--- config.mk ---
export PLATFORM = sky130hd
export DESIGN_NAME = dmux_dispatcher
export DESIGN_NICKNAME = d
export VERILOG_FILES = /design/src/rtl/dmux_dispatcher.sv
export SDC_FILE = /design/constraint.sdc
export NUM_CORES = 1
export LEC_CHECK = 0
export BUFFER_PORTS_ARGS = -buffer_cell sky130_fd_sc_hd__buf_2
export CORE_ASPECT_RATIO = 1.75
export CORE_MARGIN = 2
export CORE_UTILIZATION = 40
export CTS_CLUSTER_DIAMETER = 120
export DETAILED_ROUTE_END_ITERATION = 16
export GPL_TIMING_DRIVEN = 0
export PLACE_DENSITY = 0.76
export SLEW_MARGIN = 0
export SYNTH_ARGS = -nofsm -noshare
export SYNTH_HDL_FRONTEND = slang
export SYNTH_SLANG_ARGS = --single-unit
--- constraint.sdc ---
create_clock -name clk -period 1.9 [get_ports clk]
set_clock_uncertainty 0.1 [all_clocks]
set_input_delay 0.19 -clock clk [delete_from_list [all_inputs] [get_ports clk]]
set_output_delay 0.19 -clock clk [all_outputs]
set_load 0.02 [all_outputs]
--- src/rtl/dmux_dispatcher.sv ---
// dmux_dispatcher: single-entry dispatcher steering items to LANES lanes.
// Ports: in_* producer side, out_* lane side, xfer_cnt/reroute_cnt stats.
module dmux_dispatcher #(
  parameter int WIDTH       = 16,
  parameter int LANES       = 4,
  parameter int SELW        = $clog2(LANES),
  parameter int STALL_LIMIT = 8
) (
  input  logic             clk,
  input  logic             rst_n,
  input  logic             in_valid,
  output logic             in_ready,
  input  logic [WIDTH-1:0] in_data,
  input  logic [SELW-1:0]  in_sel,
  input  logic             mode,
  output logic [LANES-1:0] out_valid,
  input  logic [LANES-1:0] out_ready,
  output logic [WIDTH-1:0] out_data,
  output logic [SELW-1:0]  out_lane,
  output logic [15:0]      xfer_cnt,
  output logic [7:0]       reroute_cnt
);

  localparam int CW =
    (STALL_LIMIT > 1) ? $clog2(STALL_LIMIT) : 1;
  localparam logic [CW-1:0] STALL_MAX =
    CW'((STALL_LIMIT > 0) ? STALL_LIMIT - 1 : 0);
  localparam logic RR_EN = (STALL_LIMIT != 0);

  typedef enum logic {
    EMPTY,
    FULL
  } state_t;

  state_t          state_q;
  state_t          state_d;
  logic [WIDTH-1:0] data_q;
  logic [SELW-1:0] lane_q;
  logic [SELW-1:0] rr_ptr;
  logic            mode_q;
  logic [CW-1:0]   stall_q;
  logic            full;
  logic            xfer;
  logic            cap;
  logic            reroute;

  always_ff @(posedge clk or negedge rst_n) begin
    if (!rst_n) state_q <= EMPTY;
    else        state_q <= state_d;
  end

  always_comb begin
    state_d   = state_q;
    full      = (state_q == FULL);
    xfer      = full & out_ready[lane_q];
    in_ready  = ~full | xfer;
    cap       = in_valid & in_ready;
    reroute   = full & mode_q & RR_EN &
                (stall_q == STALL_MAX) & ~xfer;
    out_valid = '0;
    if (full) out_valid[lane_q] = 1'b1;
    if (cap)       state_d = FULL;
    else if (xfer) state_d = EMPTY;
  end

  assign out_data = data_q;
  assign out_lane = lane_q;

  always_ff @(posedge clk or negedge rst_n) begin
    if (!rst_n) begin
      data_q      <= '0;
      lane_q      <= '0;
      mode_q      <= 1'b0;
      rr_ptr      <= '0;
      stall_q     <= '0;
      xfer_cnt    <= '0;
      reroute_cnt <= '0;
    end else begin
      if (xfer) xfer_cnt <= xfer_cnt + 16'd1;
      if (cap) begin
        data_q <= in_data;
        lane_q <= mode ? rr_ptr : in_sel;
        mode_q <= mode;
        if (mode) rr_ptr <= rr_ptr + SELW'(1);
      end else if (reroute) begin
        lane_q <= lane_q + SELW'(1);
      end
      if (reroute && reroute_cnt != 8'hFF)
        reroute_cnt <= reroute_cnt + 8'd1;
      if (cap || xfer || reroute)
        stall_q <= '0;
      else if (full)
        stall_q <= stall_q + CW'(1);
    end
  end

endmodule

* Word level (Yosys, flattened, before mapping)
Index checks and enable logic that the tools add are counted. W data, S select, Z words.
Storage, ports and cells: logic and storage cells 45, input bits 26, flip-flop bits (word level) 49
Cells by class: order comparisons 2, mux-type cells 12, add/subtract/negate cells 5, equal/unequal tests 2, reductions and logical operators 8, bitwise operators 8
Operator list (number):
- $add A16 B1 Y16 const B | 1
- $add A8 B1 Y8 const B | 1
- $ne A8 B8 Y1 const B | 1
- $mux W2 | 3
- $mux W3 | 2
- $reduce_bool A2 Y1 | 3
- $and A1 B1 Y1 | 5
- $add A2 B1 Y2 const B | 2
- $mux W1 | 4
- $mux W4 | 1
- $add A3 B1 Y3 const B | 1
- $eq A3 B3 Y1 const B | 1
- $lt A2 B3 Y1 const B | 1
- $bmux W1 S2 | 1
- $demux W1 S2 | 1
- $ge A2 B1 Y1 const B | 1
- $logic_and A1 B1 Y1 | 2
- $logic_or A1 B1 Y1 | 2
- $not A1 Y1 | 2
- $reduce_and A2 Y1 | 1
- $or A1 B1 Y1 | 1

* Depth between registers and ports, before layout
depth after elaboration 8, mapped depth 7, depth with buffers taken out 6

* Worst setup path after synthesis
Ideal clock, no wire load.
kind register to register, start reg lane_q[0], in the netlist out_lane[0], end reg xfer_cnt[1], path buffers 0, arrival time 1.740 ns, path slack -0.065 ns, library setup time 0.125 ns, required time 1.675 ns, stages on the path, launching flop included 4, path through dfrtp_1 > mux4_1 > nand2_2 > mux2_2
Between the ends: word-level cells in the longest chain between the ends 3
RTL lines:
- from (decl) | line 38 | logic [SELW-1:0] lane_q;
- from (signal assigned) | line 82 | lane_q <= mode ? rr_ptr : in_sel;
- from (signal assigned) | line 86 | lane_q <= lane_q + SELW'(1);
- $bmux W1 S2 | line 55 | xfer = full & out_ready[lane_q];
- $mux W1 (not written as such) | line 55
- $and A1 B1 Y1 | line 55
- to (signal assigned) | line 79 | if (xfer) xfer_cnt <= xfer_cnt + 16'd1;
- to (decl) | line 20 | output logic [15:0] xfer_cnt,
No other way between the ends. The select of a mux whose other input is x is not followed. A chain may end at the register's enable or synchronous reset.

* Worst setup path after layout
start reg lane_q[1], in the netlist out_lane[1], end out in_ready
Between the ends: word-level cells in the longest chain between the ends 4
RTL lines:
- $bmux W1 S2 | line 55
- $mux W1 (not written as such) | line 55
- $and A1 B1 Y1 | line 55
- $or A1 B1 Y1 | line 56 | in_ready = ~full | xfer;
- to (decl) | line 12 | output logic in_ready,
No other way between the ends. The select of a mux whose other input is x is not followed.

==> summary.md <==
| Metric | Value |
|---|---|
| Clk slew on worst S/H paths | 90 ps |
| Final Hold Fails | 29 |
| End point of the critical path | in_ready |
| P_int | 0.00261 W |
| Die Width | 61.5 um |
| Core Area | 0.00559 mm2 |
| FF+latch count, synth | 49 |
| Logic gate share of total power | 0.438 |
| DP Area | 0.00277 mm2 |
| Period Utilization, post-route | 0.964 |
| Post-synthesis cell type count | 36 |
| Grt ovf | 0 |
| Final non-filler cell area | 0.00300 mm2 |
| Critical path type | reg2out |
| Post-synth EDFFs | 0 |
| First-pass iteration count of the detailed router | 4 |
| Nets@finish | 307 |
| Inserted Clock Buffers | 5 |
| Vias in the first global route | 1652 |
| Synth top cells by count | dfrtp_1, xor2_1, mux2_2, nand2_1, nand3_1 |
| Setup crit start kind | flip-flop |
| DR iter-0 viols | 113 |
| # port buffers | 72 |
| Via count | 1785 |
| Final slew viol count | 0 |
| Violated checks | hold timing |
| Reg-to-reg endpoint | xfer_cnt[13] |
| Final Util | 0.537 |
| Die area | 0.00643 mm2 |
| Final wirelength | 4930 um |
| Area growth from synthesis to layout | 29.6% |
| Worst-Margin Slew | 1060 ps |
| Ports | 73 |
| Power per cell area | 1420 mW/mm2 |
| R2r setup slk | 90 ps |
| Initial Utilization | 0.414 |
| VDD IR-drop max | 0.857 mV |
| Synth warn | 0 |
| Max-Cap Viols | 0 |
| Area contributors post-synth | dfrtp_1, xor2_1, mux2_2, mux2_4, ha_1 |
| Gpl congestion | 0.765 |
| Global-route wire length before repair | 7670 um |
| Top cell type by total area after synthesis | dfrtp_1 |
| Row cnt | 36 |
| Clock sink count | 49 |
| Avg WL per Cell | 14.1 um |
| Total track usage | 0.157 |
| Fin Hold WS | -29.0 ps |
| Crit. End Element | output port |
| CP startpoint | out_lane[1] |
| Share of cells above drive strength 1 | 0.460 |
| Post-Synthesis Cells | 187 |
| CTS root buffer | clkbuf_8 |
| # DRC | 0 |
| Pleak | 1.55 nW |
| Antenna violations before repair | 0 |
| Fmax | 0.546 GHz |
| Sw frac | 0.386 |
| Worst R2R Path Depth | 5 |
| Reg-to-reg startpoint | out_lane[1] |
| Vias per cell | 5.10 |
| HPWL after DPL | 3510 um |
| Hold WC Path Type | in2async |
| Cell Count, Final, Fillers Out | 350 |
| Critical Path AT | 1540 ps |
| Synth Cell Area | 0.00231 mm2 |
| Largest net degree at the start of global routing | 50 |
| Synthesized Nets | 221 |
| Synthesized area per cell | 12.4 um2 |
| Seq/Total Area, Yosys | 0.530 |
| Top-count cell post-synth | dfrtp_1 |
| Placed Cells | 335 |
| Die height | 105 um |
| Antenna diodes | 0 |
| Bufs on Longest Clock Path | 2 |
| Slew headroom | 0.291 |
| Share of flip-flops with an asynchronous set or reset | 1.00 |
| Fin crit period | 1830 ps |
| Status | finished, violations left |
| CTS tree | done |
| Clock power frac | 0.175 |
| Crit path required time | 1610 ps |
| Flop pwr share | 0.386 |
| Top_reg_cell synth | dfrtp_1 |
| Post-synth top area share | 0.530 |
| Worst skew pair latency | 300 ps |
| Crit path max fanout | 7 |
| H-tree levels | 2 |
| Final setup vio count | 0 |
| Detail Route Antenna Nets | 0 |
| Net Sw Power | 0.00164 W |
| Fill count | 535 |
## cell families (layout without fill, tap and decap cells)
kind of cell | count (synthesis) | after routing | synth area share
and+or+nand+nor | 61 | 61 | 0.141
xor gates and xnor gates | 24 | 24 | 0.0909
AOI/OAI and AO/OA | 12 | 12 | 0.0400
adders and majority gates | 8 | 8 | 0.0433
DFF | 49 | 49 | 0.530
buffers and inverters | 10 | 97 | 0.0265
muxes | 23 | 23 | 0.128
## layout make-up
type | count | area [um2] | area share
Tap cell | 76 | 95.1 | 0.0317
Clock buffer | 5 | 68.8 | 0.0230
Clock inverter | 3 | 46.3 | 0.0154
Inverter | 5 | 18.8 | 0.00626
Timing Repair Buffer | 81 | 430 | 0.144
Buffer | 3 | 27.5 | 0.00918
Multi-Input combinational cell | 128 | 1080 | 0.361
Sequential cell | 49 | 1230 | 0.410
## metrics by stage
stage,worst slack [ps],TNS (ps),power [W]
after global placement,-129,-524,0.00329
after global routing,-2.62,-4.18,0.00452
after CTS,5.52,0,0.00420
final,68.3,0,0.00426
after floorplan,28.6,0,0.00278
after detailed placement,-158,-800,0.00334
## state kept, by name (all words and copies together) (netlist names)
name / cells
out_data: 16
xfer_cnt: 16
reroute_cnt: 8
stall_q: 3
out_lane: 2
rr_ptr: 2
full: 1
mode_q: 1
## layer usage
metal,GRT usage,wire (um),vias up
met1,0.182,1970,889
met2,0.271,2640,58
met5,0,0,-
met3,0.0322,243,5
met4,0.0593,79,0
li1,-,-,833
## worst min-delay path by stage
stage | startpoint | to | slack (ps) | cells past startpoint
finish | rst_n | xfer_cnt[15] | -30 | 1
global route | in_data[11] | out_data[11] | 8 | 2
CTS | in_data[11] | out_data[11] | 1 | 2
detailed placement | in_data[11] | out_data[11] | 320 | 2
global placement | in_data[7] | out_data[7] | 320 | 2
floorplan | rst_n | full | -210 | 0
## power groups by stage
| stage | clock, W | combinational, W | sequential, W |
|---|---|---|---|
| floorplan | 0 | 0.000858 | 0.00192 |
| global placement | 0 | 0.00166 | 0.00163 |
| detailed placement | 0 | 0.00169 | 0.00166 |
| CTS | 0.000775 | 0.00179 | 0.00164 |
| global route | 0.000815 | 0.00202 | 0.00169 |
| finish | 0.000746 | 0.00187 | 0.00164 |
## cell usage in the layout, fill, tap and decap left out, types with 3 or more instances in the layout
cell type and count:
nor2_1 5, dfrtp_1 47, nor3_1 8, ha_1 8, nand2_1 12, mux2_2 12, xnor2_1 7, xor2_1 17
nand3_1 9, nor4_2 3, buf_4 10, clkbuf_8 5, nand4_1 7, and2_1 5, nor4_1 3, mux2_4 7
inv_1 5, buf_2 72
## critical path, cell delays in order, from the launching register on
cell and delay [ps]:
dfrtp_2 500, mux2i_4 220, a22oi_2 210, buf_6 160, buf_4 140
## what timing repair did
item                                    4_1_cts  5_1_grt
buffers inserted                              3        6
gates resized for setup                       9        7
gates cloned                                  0        0
hold buffers                                  0        0
pin swaps                                     1        3
endpoints found under the hold margin         0        0
endpoints found under the setup margin       20       15
(Power assumes the default switching activity.)
